<file path="src/rtl/sha256_pkg.sv">
// ---------------------------------------------------------------------------
// sha256_pkg
// Shared SHA-256 types, constants and the small sigma functions used by the
// message schedule. The compression core imports the same package, so both
// sides agree on the word type and the sigma definitions.
//   word_t         : 32-bit SHA-256 word
//   SHA_ROUNDS     : schedule words emitted per block
//   SCHED_WIN      : depth of the sliding schedule window
//   sched_state_t  : message-schedule FSM states
// ---------------------------------------------------------------------------
package sha256_pkg;

    typedef logic [31:0] word_t;

    localparam int SHA_ROUNDS = 64;
    localparam int SCHED_WIN  = 16;

    typedef enum logic [1:0] {
        IDLE,
        STREAM,
        DONE
    } sched_state_t;

    // sigma0(x) = ROTR7 ^ ROTR18 ^ SHR3
    function automatic word_t sigma0(input word_t x);
        return {x[6:0], x[31:7]} ^ {x[17:0], x[31:18]} ^ {3'b000, x[31:3]};
    endfunction

    // sigma1(x) = ROTR17 ^ ROTR19 ^ SHR10
    function automatic word_t sigma1(input word_t x);
        return {x[16:0], x[31:17]} ^ {x[18:0], x[31:19]} ^ {10'b0, x[31:10]};
    endfunction

endpackage

</file>
<file path="src/rtl/sha256_sched_word.sv">
// ---------------------------------------------------------------------------
// sha256_sched_word
// Purely combinational generator of the next schedule word from four taps of
// the sliding window. Kept separate so an unrolled schedule can instantiate
// several copies.
// Ports:
//   w0  : W[t-16]  (window slot 0)
//   w1  : W[t-15]  (window slot 1)
//   w9  : W[t-7]   (window slot 9)
//   w14 : W[t-2]   (window slot 14)
//   wn  : W[t] = sigma1(w14) + w9 + sigma0(w1) + w0, mod 2^32
// ---------------------------------------------------------------------------
module sha256_sched_word
    import sha256_pkg::*;
(
    input  logic [31:0] w0,
    input  logic [31:0] w1,
    input  logic [31:0] w9,
    input  logic [31:0] w14,
    output logic [31:0] wn
);

    assign wn = sigma1(w14) + w9 + sigma0(w1) + w0;

endmodule

</file>
<file path="src/rtl/sha256_message_schedule.sv">
// ---------------------------------------------------------------------------
// sha256_message_schedule
// Accepts one 512-bit message block and streams the 64 schedule words
// W[0..63] to the compression core, one word per valid/ready handshake.
// A 16-word window holds W[t..t+15]; slot 0 is the word on offer and each
// accepted handshake shifts the window down with the freshly computed word
// entering slot 15.
//
// Ports:
//   clk        : system clock
//   n_rst      : synchronous reset, active HIGH (priority over restart)
//   load       : capture block_in and start streaming (only while load_ready)
//   block_in   : message block, [511:480]=W[0] ... [31:0]=W[15]
//   restart    : abort current block, back to IDLE (priority over load/handshake)
//   load_ready : idle and able to accept load
//   w_valid    : w_out/w_index carry a valid word
//   w_ready    : compression core consumes the word this cycle
//   w_out      : current schedule word W[w_index]
//   w_index    : index t of w_out, 0..63
//   done       : one-cycle pulse after W[63] is accepted
//
// Build option:
//   MSCHED_BYTESWAP_EN : when defined, every 32-bit input word is
//                        byte-reversed at capture (little-endian headers).
// ---------------------------------------------------------------------------
module sha256_message_schedule
    import sha256_pkg::*;
#(
    parameter int WORD_W = 32,
    parameter int ROUNDS = 64
) (
    input  logic                  clk,
    input  logic                  n_rst,
    input  logic                  load,
    input  logic [16*WORD_W-1:0]  block_in,
    input  logic                  restart,
    output logic                  load_ready,
    output logic                  w_valid,
    input  logic                  w_ready,
    output logic [WORD_W-1:0]     w_out,
    output logic [5:0]            w_index,
    output logic                  done
);

    localparam logic [5:0] LAST_IDX = 6'(ROUNDS - 1);

    sched_state_t state;
    word_t        win [SCHED_WIN];
    word_t        wn;

    function automatic word_t capture_word(input word_t x);
`ifdef MSCHED_BYTESWAP_EN
        return {x[7:0], x[15:8], x[23:16], x[31:24]};
`else
        return x;
`endif
    endfunction

    sha256_sched_word u_sched_word (
        .w0  (win[0]),
        .w1  (win[1]),
        .w9  (win[9]),
        .w14 (win[14]),
        .wn  (wn)
    );

    // All outputs decode directly from the state register, so they are glitch
    // free and change only on the clock edge.
    assign load_ready = (state == IDLE);
    assign w_valid    = (state == STREAM);
    assign done       = (state == DONE);
    assign w_out      = win[0];

    always_ff @(posedge clk) begin
        if (n_rst) begin
            state   <= IDLE;
            w_index <= '0;
            for (int i = 0; i < SCHED_WIN; i++) begin
                win[i] <= '0;
            end
        end else if (restart) begin
            state   <= IDLE;
            w_index <= '0;
        end else begin
            case (state)
                IDLE: begin
                    if (load) begin
                        for (int i = 0; i < SCHED_WIN; i++) begin
                            win[i] <= capture_word(block_in[(SCHED_WIN-1-i)*WORD_W +: WORD_W]);
                        end
                        w_index <= '0;
                        state   <= STREAM;
                    end
                end
                STREAM: begin
                    if (w_ready) begin
                        // The last word holds index and window: nothing is
                        // offered after W[63], so no shift is needed.
                        if (w_index == LAST_IDX) begin
                            state <= DONE;
                        end else begin
                            for (int i = 0; i < SCHED_WIN - 1; i++) begin
                                win[i] <= win[i+1];
                            end
                            win[SCHED_WIN-1] <= wn;
                            w_index          <= w_index + 6'd1;
                        end
                    end
                end
                DONE: begin
                    state   <= IDLE;
                    w_index <= '0;
                end
                default: begin
                    state <= IDLE;
                end
            endcase
        end
    end

endmodule
</file>
<file path="config.mk">
export PLATFORM = sky130hd
export DESIGN_NAME = sha256_message_schedule
export DESIGN_NICKNAME = d
export VERILOG_FILES = /design/src/rtl/sha256_pkg.sv /design/src/rtl/sha256_sched_word.sv /design/src/rtl/sha256_message_schedule.sv
export SDC_FILE = /design/constraint.sdc
export NUM_CORES = 1
export LEC_CHECK = 0
export BUFFER_PORTS_ARGS = -buffer_cell sky130_fd_sc_hd__buf_4
export CORE_ASPECT_RATIO = 0.9
export CORE_MARGIN = 4
export CORE_UTILIZATION = 40
export CTS_CLUSTER_SIZE = 12
export DETAILED_ROUTE_END_ITERATION = 12
export HOLD_SLACK_MARGIN = 0.15
export PLACE_DENSITY = 0.61
export SYNTH_ARGS = -nofsm -noshare
export SYNTH_HDL_FRONTEND = slang
export SYNTH_SLANG_ARGS = --single-unit
</file>
<file path="constraint.sdc">
create_clock -name clk -period 21 [get_ports clk]
set_clock_uncertainty 0.15 [all_clocks]
set_input_delay 2.1 -clock clk [delete_from_list [all_inputs] [get_ports clk]]
set_output_delay 2.1 -clock clk [all_outputs]
set_load 0.02 [all_outputs]
</file>
Word-level counts from Yosys, hierarchy flattened
Memories as Yosys holds them, arrays and structs flattened.
Index checks and enable logic that the tools add are counted.
Word-level totals
  bits in registers: 8
  bits in writable memories: 512
  bits of input ports: 517
  output and inout bits: 41
  word-level logic and storage cells: 108
  memories kept: 1
Cells by class
  add/sub/neg operators: 4
  equality and inequality tests: 7
  muxes and demuxes: 53
  bitwise operators: 36
  reduce and logical (&&, ||, !) cells: 5
Memory list
  win: depth 16, width 32, read ports 16, clocked after Yosys merged registers in 0, wr ports 16, line sha256_message_schedule.sv:48  | word_t win [SCHED_WIN];
Operator list (count)
  $mux 32: 32
  $add 32x32->32: 3
  $xor 32x32->32: 2
  $or 1x1->1: 32
  $xor 32x22->32: 1
  $xor 32x29->32: 1
  $mux 6: 3
  $pmux 6 s3: 1
  $mux 1: 13
  $add 6x1->6 const B: 1
  $eq 6x6->1 const B: 1
  $mux 2: 3
  $ne 2x1->1 const B: 2
  $ne 2x2->1 const B: 2
  $pmux 2 s2: 1
  $reduce_and 4->1: 1
  $reduce_and 3->1: 1
  $reduce_bool 3->1: 1
  $eq 2x1->1 const B: 1
  $eq 2x2->1 const B: 1
  $logic_not 2->1: 1
  $reduce_or 2->1: 1

Longest topological paths before layout
  depth after elaboration: 8
  gate-level depth with buffers: 16
  depth with buffers taken out: 16

Hierarchy
Synthesis repeated with hierarchy kept, for this count alone.
Unflattened totals
  cell total of the unflattened synthesis: 1786
  area total of the unflattened synthesis: 25984.9 sq um
By module, submodules not included
  sha256_message_schedule: times used 1, cells an instance 1228, area each 21485.6 sq um, seq. area each 15534.9 sq um
  sha256_sched_word: times used 1, cells an instance 558, area each 4499.3 sq um, seq. area each 0.0 sq um

Worst setup path after synthesis
Ideal clock, no wire load.
  kind: input port to flip-flop
  start: input load
  end: memory win[0][32] (netlist name), enable pin
  setup time: 1.119 ns
  arrival: 17.815 ns
  path slack: 1.916 ns
  cell stages on the path: 2
  buffers on the path: 0
  cell sequence: nand2_1 > o21ai_0
RTL lines
  start: declaration: line sha256_message_schedule.sv:34  | input logic load,
  end: declaration: line sha256_message_schedule.sv:48

==> metrics <==
outcome=finished clean; post_cts resized=0; vias in the first global route=17800; total nets after synthesis=2398; Seq/Total Area, Yosys=61.3%; Crit. Startpoint=restart; clock buffer depth=3; Core Rows=87; Synth cell types=62; Worst R2R Start=win[0][51]$_SDFFCE_PN0P_; # clock sinks=520; DR vias/cell=5.63; Fill cells=5486; CTS tree=yes; fmax=0.188 GHz; RSZ-0062 raised after global routing=false; root buffer cell=clkbuf_16; Worst EP required=21290 ps; period utilisation layout=25.3%; GR Layer Usage met1=36.1%; Worst setup EP type=flip-flop; post-route ant nets=0; met2 global-route usage=42.6%; number of synthesized flops with an enable pin=512; GP Congestion=0.936; total CTS buffers=54; router iterations before antenna repair=5; DRC violations left=0; nets=2904; Worst-Skew Late Latency=600 ps; most frequently used flop master after synthesis=edfxtp_1; Fin. Hold Viols=0; Yosys top cell area share=60.7%; Power Density=103 nW/um^2; total grt overflow=0; fin util=50.7%; WP data arrival=5600 ps; Initial DRC Count=1915; cells after synthesis=1787; Yosys top cell by area=edfxtp_1; CTS clk-pin slew, worst paths=60 ps; Die H=247 um; max cap viols=0; DRT Wirelength=91.9 mm; Setup crit start kind=primary input; Synth async-reset ratio=0%; Total Routing Usage GR=26.3%; Max FO, Critical Path=96; postcts setup bufs=0; initial antenna violation count=13; largest cells by area after synthesis=edfxtp_1 61%, a22o_1 17%, fa_1 4.9%; chip width=273 um; post-DP HPWL=70.1 mm; M3 GR Usage=6.02%; Post-Syn Area per Cell=14.2 um^2; vias post-DR=17900; Min-Delay Path Class=reg2reg; # port buffers=557; H-Tree Depth=2; setup TNS=0 ps; I/O pins=558; Worst Max-Slew Pin Slew=1210 ps; Most Crowded Layer GR=met2; Post-Synthesis Cell Area=25300 um^2; largest net degree at the start of global routing=219; Tmin final=5310 ps; Initial Utilization=40.4%; global-route wire length before repair=127 mm; Area Growth Syn to Fin=25.4%; crit path kind=in2reg; register bit total from synthesis=520; yosys warns=0; peak supply drop=0.0697 mV; setup violators final=0; hold_buf cts=0; Final Max Slew Viols=0; P_leak=13.2 nW; floorplan core area=62700 um^2; Rel. slew slack=19.2%; DR WL/cell=28.9 um; min-delay src=win[3][60]$_SDFFCE_PN0P_; layout cell share with drive strength beyond 1=28.5%; die area=67400 um^2
metrics by stage:
stage | instances | hold slack, ps | setup WS (ps) | power, mW | cell area, um^2
2_1_floorplan | 1787 | 368 | 1920 | 2.02 | 25300
3_5_place_dp | 3082 | 376 | 15250 | 2.39 | 30200
4_1_cts | 3168 | 389 | 15850 | 3.29 | 31800
3_3_place_gp | 3082 | 370 | 15320 | 2.39 | 30200
5_1_grt | 3177 | 400 | 15550 | 3.44 | 31800
6_report | 3177 | 389 | 15690 | 3.29 | 31800
per-layer routing:
layer  vias to the layer above  share of wire [%]
met5                         -              0.037
met4                         6                2.4
met3                       112                8.8
met2                       850                 48
met1                      9026                 41
li1                       7907                  -
synth_stat cells, drive strengths merged (3+ instances only):
cell	count
edfxtp	512
o211ai	3
nand3	10
a22o	482
and3	4
nor2	27
o31ai	3
o21ai	48
buf	72
nand2	61
fa	62
inv	153
nand2b	3
clkbuf	50
nor2b	4
nand4	10
nor3	9
dfxtp	8
o21bai	4
a21o	9
a21oi	39
xnor2	120
ha	32
xor2	29
o21a	3
critical path, cell delays in order:
cell and delay, ps:
buf_4 160, nor2_1 230, nand2_1 170, nor2_4 740
buf_4 790, buf_4 910, a22o_1 300
area by class of cell:
cell class | instances | area [um^2] | area share, %
antenna | 9 | 22.5 | 0.0709
clock buffer | 65 | 1410 | 4.45
clock inverter | 21 | 154 | 0.484
inverter | 153 | 574 | 1.81
multi-input combinational | 992 | 8700 | 27.4
sequential | 520 | 15500 | 48.9
tap | 845 | 1060 | 3.33
timing repair buffer | 572 | 4320 | 13.6
flip-flops by register name, summed over array words and instances, names as in the netlist:
signal   count
win        512
w_index      6
state        2
placed cells by master (no fill, tap or decap), drive strengths merged, types with 17 or more instances in the layout:
master	Yosys	layout
fa	62	62
nor2	27	27
a22o	482	482
clkinv	0	17
o21ai	48	48
clkbuf	50	65
xor2	29	29
a21oi	39	39
inv	153	154
buf	72	572
edfxtp	512	512
ha	32	32
nand2	61	61
xnor2	120	120
cells by family (layout without fill, tap and decap cells):
kind of cell	Yosys count	count (layout)	synth area share [%]
XOR/XNOR	149	149	5.15
flip-flops	520	520	61.3
AO/OA/AOI/OAI	612	612	19.9
other	0	9	0
adder cells (fa/ha/maj)	94	94	6.48
buffers and inverters	275	811	4.54
multiplexers	1	1	0.0395
AND/OR/NAND/NOR	136	136	2.59
path summary, 6_finish.rpt:
kind,end,slack (ps),cells after the start
hold reg to reg,win[3][28]$_SDFFCE_PN0P_,390,1
setup reg to reg,win[7][61]$_DFFE_PP_,15890,16
setup / recovery,win[5][8]$_DFFE_PP_,15690,7
hold / removal,win[3][28]$_SDFFCE_PN0P_,390,1
where the power goes:
part	total (mW)	internal, mW	switching (mW)
Clock	0.890	0.497	0.393
Sequential	1.31	1.24	0.0697
Combinational	1.09	0.415	0.675
Total	3.29	2.15	1.14
Power figures use the tool's default switching activity.
